File: src/rtl/debug_pkg.sv
// debug_pkg: shared encodings for the debug-halt controller
package debug_pkg;
  localparam logic [1:0] ST_RUN  = 2'd0;
  localparam logic [1:0] ST_HALT = 2'd1;
  localparam logic [1:0] ST_STEP = 2'd2;
  localparam logic [5:0] REG_CTRL       = 6'h00;
  localparam logic [5:0] REG_STATUS     = 6'h01;
  localparam logic [5:0] REG_STEP_LEN   = 6'h02;
  localparam logic [5:0] REG_HALT_COUNT = 6'h03;
  localparam logic [5:0] REG_ID         = 6'h04;
  localparam logic [5:0] REG_SCRATCH0   = 6'h05;
  localparam logic [5:0] REG_SCRATCH1   = 6'h06;
  localparam int CTRL_HALT = 0;
  localparam int CTRL_STEP = 1;
  localparam int CTRL_RUN  = 2;
endpackage

File: src/rtl/edge_detect.sv
// edge_detect: registers a synchronous input once and flags its rising edge
module edge_detect (
  input  logic clk,
  input  logic reset,
  input  logic i_d,
  output logic o_rise
);
  logic r_cur, r_prev;
  // current/previous samples; reset discards any pending edge
  always_ff @(posedge clk or negedge reset)
    if (!reset) begin
      r_cur  <= 1'b0;
      r_prev <= 1'b0;
    end else begin
      r_cur  <= i_d;
      r_prev <= r_cur;
    end
  assign o_rise = r_cur & ~r_prev;
endmodule

File: src/rtl/cpu_debug.sv
// cpu_debug: JTAG debug-halt controller with debug register bank
module cpu_debug
  import debug_pkg::*;
#(
  parameter bit          HALT_ON_RESET = 1'b0,
  parameter logic [15:0] STEP_CYCLES   = 16'd1,
  parameter logic [31:0] DEBUG_ID      = 32'h0DB6_0001
) (
  input  logic        clk,
  input  logic        reset,
  input  logic        enable,
  input  logic        rd_wr,
  input  logic [31:0] address,
  input  logic [31:0] data_out,
  output logic [31:0] data_in,
  input  logic        step,
  input  logic        run,
  output logic        halt
);
  localparam logic [1:0] RESET_STATE = HALT_ON_RESET ? ST_HALT : ST_RUN;
  logic        w_en_rise, w_step_rise, w_run_rise;
  logic        r_wr;
  logic [31:2] r_addr;
  logic [31:0] r_wdata;
  logic [1:0]  r_state, w_next;
  logic [15:0] r_cnt, w_cnt_next, r_step_len;
  logic [31:0] r_halt_cnt, r_scratch0, r_scratch1, w_rdata;
  logic [5:0]  w_sel;
  logic        w_mapped, w_wr, w_rd, w_ctrl_wr, w_halt_req, w_step_req, w_run_req;

  edge_detect u_en   (.clk(clk), .reset(reset), .i_d(enable), .o_rise(w_en_rise));
  edge_detect u_step (.clk(clk), .reset(reset), .i_d(step),   .o_rise(w_step_rise));
  edge_detect u_run  (.clk(clk), .reset(reset), .i_d(run),    .o_rise(w_run_rise));

  // access qualifiers registered in step with the enable sample
  always_ff @(posedge clk or negedge reset)
    if (!reset) begin
      r_wr    <= 1'b0;
      r_addr  <= '0;
      r_wdata <= '0;
    end else begin
      r_wr    <= rd_wr;
      r_addr  <= address[31:2];
      r_wdata <= data_out;
    end

  assign w_sel      = r_addr[7:2];
  assign w_mapped   = r_addr[31:8] == 24'd0;
  assign w_wr       = w_en_rise & r_wr & w_mapped;
  assign w_rd       = w_en_rise & ~r_wr;
  assign w_ctrl_wr  = w_wr & (w_sel == REG_CTRL);
  assign w_halt_req = w_ctrl_wr & r_wdata[CTRL_HALT];
  assign w_step_req = w_step_rise | (w_ctrl_wr & r_wdata[CTRL_STEP]);
  assign w_run_req  = w_run_rise | (w_ctrl_wr & r_wdata[CTRL_RUN]);

  // next state with halt > run > step priority; a zero step length still runs one clock
  always_comb begin
    w_next     = ST_HALT;
    w_cnt_next = r_cnt;
    if (r_state == ST_RUN)
      w_next = (w_halt_req | w_step_req) ? ST_HALT : ST_RUN;
    else if (r_state == ST_HALT) begin
      w_next = w_halt_req ? ST_HALT : w_run_req ? ST_RUN : w_step_req ? ST_STEP : ST_HALT;
      if (!w_halt_req && !w_run_req && w_step_req)
        w_cnt_next = (r_step_len == 16'd0) ? 16'd1 : r_step_len;
    end else if (r_state == ST_STEP) begin
      w_next = w_halt_req ? ST_HALT : w_run_req ? ST_RUN : (r_cnt <= 16'd1) ? ST_HALT : ST_STEP;
      w_cnt_next = r_cnt - 16'd1;
    end
  end

  // read mux; unmapped addresses and write-only CTRL read as zero
  always_comb begin
    w_rdata = '0;
    if (w_mapped)
      case (w_sel)
        REG_STATUS:     w_rdata = {29'd0, halt, r_state};
        REG_STEP_LEN:   w_rdata = {16'd0, r_step_len};
        REG_HALT_COUNT: w_rdata = r_halt_cnt;
        REG_ID:         w_rdata = DEBUG_ID;
        REG_SCRATCH0:   w_rdata = r_scratch0;
        REG_SCRATCH1:   w_rdata = r_scratch1;
        default:        w_rdata = '0;
      endcase
  end

  // FSM state, step counter and registered halt level
  always_ff @(posedge clk or negedge reset)
    if (!reset) begin
      r_state <= RESET_STATE;
      r_cnt   <= '0;
      halt    <= HALT_ON_RESET;
    end else begin
      r_state <= w_next;
      r_cnt   <= w_cnt_next;
      halt    <= w_next == ST_HALT;
    end

  // register bank; a HALT_COUNT write clears and beats that cycle's increment
  always_ff @(posedge clk or negedge reset)
    if (!reset) begin
      r_step_len <= STEP_CYCLES;
      r_halt_cnt <= '0;
      r_scratch0 <= '0;
      r_scratch1 <= '0;
      data_in    <= '0;
    end else begin
      if (w_wr && w_sel == REG_STEP_LEN) r_step_len <= r_wdata[15:0];
      if (w_wr && w_sel == REG_HALT_COUNT) r_halt_cnt <= '0;
      else if (halt && r_halt_cnt != '1) r_halt_cnt <= r_halt_cnt + 32'd1;
      if (w_wr && w_sel == REG_SCRATCH0) r_scratch0 <= r_wdata;
      if (w_wr && w_sel == REG_SCRATCH1) r_scratch1 <= r_wdata;
      if (w_rd) data_in <= w_rdata;
    end
endmodule

File: config.mk
export PLATFORM = sky130hd
export DESIGN_NAME = cpu_debug
export DESIGN_NICKNAME = d
export VERILOG_FILES = /design/src/rtl/debug_pkg.sv /design/src/rtl/edge_detect.sv /design/src/rtl/cpu_debug.sv
export SDC_FILE = /design/constraint.sdc
export NUM_CORES = 1
export LEC_CHECK = 0
export ABC_AREA = 1
export CAP_MARGIN = 10
export CORE_UTILIZATION = 60
export DETAILED_ROUTE_END_ITERATION = 8
export DONT_BUFFER_PORTS = 1
export PLACE_DENSITY = 0.78
export SLEW_MARGIN = 10
export SYNTH_ARGS = -nofsm -noshare
export SYNTH_HDL_FRONTEND = slang
export SYNTH_SLANG_ARGS = --single-unit
File: constraint.sdc
create_clock -name clk -period 2.3 [get_ports clk]
set_input_delay 0.69 -clock clk [delete_from_list [all_inputs] [get_ports clk]]
set_output_delay 0.69 -clock clk [all_outputs]
set_load 0.01 [all_outputs]
# After elaboration in Yosys (flattened, before gate mapping)
# Index checks and enable logic that the tools add are counted.
# word_totals
word_cells	83
register_bits	232
input_bits	70
# op_classes
n_addsub	2
eq_ne	11
bitwise_logic	18
reduce_logical	16
muxes	18
order_cmp	1
# ops
cell	count
case mux 32 bit (6 select lines)	1
2-to-1 mux 32 bit	3
2-to-1 mux 16 bit	4
adder 32 x 1 -> 32 bit, second input constant	1
!= test 32 bit, second input constant	1
zero test 24 bit	1
== test 6 x 3 -> 1 bit, second input constant	3
2-to-1 mux 2 bit	9
less-or-equal comparator 16 x 1 -> 1 bit, second input constant	1
zero test 16 bit	1
subtractor 16 x 1 -> 16 bit, second input constant	1
== test 6 x 2 -> 1 bit, second input constant	2
AND 1 bit	10
logical AND 1 bit	7
== test 6 x 1 -> 1 bit, second input constant	1
zero test 6 bit	1
inverter 1 bit	5
== test 2 x 1 -> 1 bit, second input constant	2
nonzero test 2 bit	2
bitwise OR 1 bit	3
AND reduction 3 bit	1
== test 2 bit, second input constant	1
zero test 1 bit	2
zero test 2 bit	1
other kinds (2)	2

# Depth between registers and ports, before layout
# depth
depth_word	13
depth_mapped	14
depth_no_buf	13

# Modules after synthesis
# From an unflattened synthesis, not the netlist that was laid out.
# unflattened
cells_unflattened	1078
area_unflattened_um2	9989.6
# modules_own_cells
module	area_each_um2	cells_each	instances
cpu_debug	9809.4	1066	1
edge_detect	60.1	4	3

# Worst setup path before layout
# OpenSTA, ideal clock, no wires.
# synth_path
path_type	flip-flop to flip-flop
start	register r_cnt[0]
end	register r_cnt[12]
arrival_time_ns	1.695
setup_ns	0.118
setup_slack_ns	0.487
required_time_ns	2.182
path_stages_with_launch	12
cell_sequence	dfrtp_1 -> inv_1 -> ha_1 -> inv_1 -> nor3_1 -> nand3_1 -> nor2_1 -> a21oi_1 -> o21ai_0 -> o21ai_0 -> nand4_1 -> nand2_1
# synth_between
elab_chain_cells	3
# synth_rtl
item	line_no	source
start, declared	cpu_debug.sv:26	logic [15:0] r_cnt, w_cnt_next, r_step_len;
start signal, assigned	cpu_debug.sv:95	r_cnt <= w_cnt_next;
subtractor 16 x 1 -> 16 bit	cpu_debug.sv:68	w_cnt_next = r_cnt - 16'd1;
2-to-1 mux 16 bit	cpu_debug.sv:66	end else if (r_state == ST_STEP) begin
2-to-1 mux 16 bit	cpu_debug.sv:62	else if (r_state == ST_HALT) begin
# No other way between the ends. The select of a mux whose other input is x is not followed.
# A chain may end at the register's enable or synchronous reset.

# Worst setup path after layout
# layout_path
start	register r_halt_cnt[1]
end	register r_halt_cnt[9]
# layout_between
elab_chain_cells	3
# layout_rtl
item	line_no	source
start, declared	cpu_debug.sv:27	logic [31:0] r_halt_cnt, r_scratch0, r_scratch1, w_rdata;
start signal, assigned	cpu_debug.sv:110	else if (halt && r_halt_cnt != '1) r_halt_cnt <= r_halt_cnt + 32'd1;
adder 32 x 1 -> 32 bit / != test 32 bit (equally long branches)	cpu_debug.sv:110	
2-to-1 mux 32 bit / logical AND 1 bit (equally long branches)	cpu_debug.sv:110	
2-to-1 mux 32 bit / nonzero test 2 bit (equally long branches)	--	
# Parallel ways exist; a longest one is shown, timed or not. The select of a mux whose other input is x is not followed.

==> impl_metrics.yaml <==
yosys:
  synthTopCellsByCount: "231 x dfrtp_1, 148 x nand2_1, 147 x inv_1"
  syn_nets: 1128
  yosysMostFrequentCell: "dfrtp_1"
  synthesis.area_um2: 10100
  postSynthCellCount: 1052
  synth_edf_count: 0
  async_flop_share: 1.00
  synth_top_area_cell: "dfrtp_1"
  muxShareOfSynthArea: 0.0279
  synth_cell_types: 46
  synth_compound_area_frac: 0.124
  ys.flop_type: "dfrtp_1"
  synth_top_family_by_area: "simple AND/OR/NAND/NOR gates"
  synth_top_cell_area_share: 0.573
  synthAdderAreaFrac: 0.00744
  syn_avg_cell_area_um2: 9.59
  ys_seq_elements: 232
  synth_xor_area_frac: 0.0165
  netlist_top_cells_area: "dfrtp_1 57%, nand2_1 5.5%, inv_1 5.5%"
  synthSimpleGateAreaFrac: 0.169
  seq_area_frac_synth: 0.576
  yosysWarnings: 0
clock_network:
  cts_tree: "yes"
  cts_buffers: 25
  insertion_delay_ns: 0.51
  cts.sinks: 232
  cts_buffer_depth: 3
  clk_pin_slew_ns: 0.06
  cts_root_buffer: "clkbuf_16"
  h-tree-depth: 1
power:
  total_leakage_power_uw: 0.00498
  ir_drop_mv: 0.667
  p_per_area_nw_per_um2: 919
sta:
  fmax_mhz: 464
  setup_viol: 0
  tightestPinTransition_ns: 0.606
  period_needed_ns: 2.15
  drv_slew: 0
  finalSetupTns_ns: 0
  fin_skew_ns: 0.0108
  hold-worst-slack_ns: -0.126
  post-route-period-util: 0.936
  hold_viol: 231
  rsz0062_at_grt: "no"
  relSlewSlack: 0.592
worst_setup_path:
  worstReg2RegStart: "r_halt_cnt[1]"
  arrival_ns: 2.55
  path_buf_inv: 2
  cp-end-kind: "flip-flop"
  cp-start-kind: "flip-flop"
  crit_chain: "ha_1 -> nand3_2 -> nor2_2 -> nand3_1 -> nor2_2 -> nand2_2 -> nand2_8 -> inv_6 -> nor2_8 -> inv_2 -> a21oi_1 -> nor2_1"
  slowest_stage: "dfrtp_1"
  path_delay_family: "simple AND/OR/NAND/NOR gates"
  path_class: "reg -> reg"
  worstPathRequired_ns: 2.70
  startpoint: "r_halt_cnt[1]"
  slowest_delay_ns: 0.40
  worstPathMaxFanout: 19
  path_common_cell: "nor2_2"
layout:
  final_nets: 1137
  fin_area_um2: 11200
  drive_gt1_frac: 0.119
  area_growth_pct: 11.0
  post-route-util: 0.678
  num_antenna_cells: 0
routing:
  wl_per_cell_um: 17.1
  wirelength_um: 22200
  antenna_left: 0
  drcViolationCount: 0
  dr.pass1.iters: 5
  first_iter_violations: 619
  num_vias: 7511
  via_per_inst: 5.79
placement:
  gp_congestion: 0.913
  dpl.hpwl_um: 14700
  io_buffers: 0
  placed_area_um2: 10300
floorplan:
  die_w_um: 132
  dieArea_um2: 17300
  die_y_um: 132
  initial_utilization: 0.610
  core_um2: 16500
  rows: 47
  design.portCount: 103
run_status:
  status: "finished, violations left"
  violations: "hold timing"
grt:
  grt_pass1_wl_um: 36700
  track_usage: 0.265
  grt_max_degree: 233
  overflow: 0
  antenna_found_initial: 0
  grt_pass1_vias: 7366
min_path:
  hold_class: "in -> async"
run:
  maxCapViolCount: 0
[layout make-up]
cell class,instances,area (µm²)
fill,1258,5320
multi-input combinational,624,3500
timing repair buffer,23,173
inverter,155,587
sequential,232,5810
tap,220,275
clock buffer,37,741
clock inverter,7,118
[kinds of logic after synthesis]
logic type,Yosys count
AOI/OAI and AO/OA,211
xor gates and xnor gates,19
adders and majority gates,6
buffers and inverters,196
DFF,232
muxes,25
and+or+nand+nor,363
[worst paths after layout]
kind	endpoint	slack, ns	cells past startpoint
min	r_cnt[7]	-0.13	0
max in group asynchronous	r_step_len[0]	2.09	0
min in group clk	r_wdata[6]	0.20	0
max reg2reg	r_halt_cnt[9]	0.15	12
min reg2reg	u_run.r_prev	0.37	0
max	r_halt_cnt[9]	0.15	12
[metal layers]
layer  vias up  share of wire  GRT usage
met3        60          0.069     0.0455
met2       304           0.47      0.422
met5         -              0          0
met4         0          0.036      0.108
li1       3537              -          -
met1      3610           0.43      0.364
[placed cells by master (no fill, tap or decap), drive strengths merged]
| master | Yosys | routed |
|---|---|---|
| dfrtp | 231 | 231 |
| inv | 154 | 156 |
| nand2 | 155 | 155 |
| nor2 | 107 | 107 |
| o21ai | 74 | 74 |
| o22ai | 67 | 67 |
| a21oi | 38 | 38 |
| clkbuf | 20 | 37 |
| nand4 | 35 | 35 |
| nand3 | 29 | 29 |
| nor3 | 29 | 29 |
| mux2 | 25 | 25 |
| buf | 21 | 23 |
| xor2 | 15 | 15 |
| a221oi | 15 | 15 |
| a211oi | 10 | 10 |
| ha | 6 | 6 |
| nor4 | 4 | 4 |
| xnor2 | 4 | 4 |
| o21a | 3 | 3 |
| bufinv | 0 | 3 |
| nor3b | 3 | 3 |
| clkinv | 1 | 3 |
| o31ai | 2 | 2 |
| a31o | 1 | 1 |
| a22oi | 1 | 1 |
| and3 | 1 | 1 |
| dfstp | 1 | 1 |
[report_power, final]
part	switching (µW)	internal (µW)	total (µW)
Clock	1550	2560	4110
Sequential	223	4300	4530
Combinational	1130	529	1660
[state kept, by name, summed over array words and instances (netlist names), 2 cells and up]
register / flops
r_scratch1: 32
r_step_len: 16
data_in: 32
r_halt_cnt: 32
r_addr: 30
r_wdata: 32
r_state: 2
r_scratch0: 32
r_cnt: 16
[metrics by stage]
stage | power (µW) | instances | hold slack (ns) | setup slack [ns]
global route | 10700 | 1298 | -0.146 | 0.0105
detailed placement | 6200 | 1254 | 0.364 | 0.195
global placement | 6150 | 1254 | 0.360 | 0.223
finish | 10300 | 1298 | -0.126 | 0.146
floorplan | 5860 | 1052 | 0.354 | 0.487
CTS | 10300 | 1298 | -0.139 | 0.133
[worst register-to-register path, stage by stage (launching register included)]
cell	delay, ns
dfrtp_1	0.40
ha_1	0.22
nand3_2	0.10
nor2_2	0.11
nand3_1	0.13
nor2_2	0.19
nand2_2	0.11
nand2_8	0.16
inv_6	0.11
nor2_8	0.17
inv_2	0.11
a21oi_1	0.17
nor2_1	0.06
[timing repair]
action,in CTS,in global routing
setup endpoints to repair,0,2
gates resized for setup,0,2
hold endpoints to repair,231,231
buffers inserted,0,0
No activity file was read; power rests on OpenSTA's default activity.
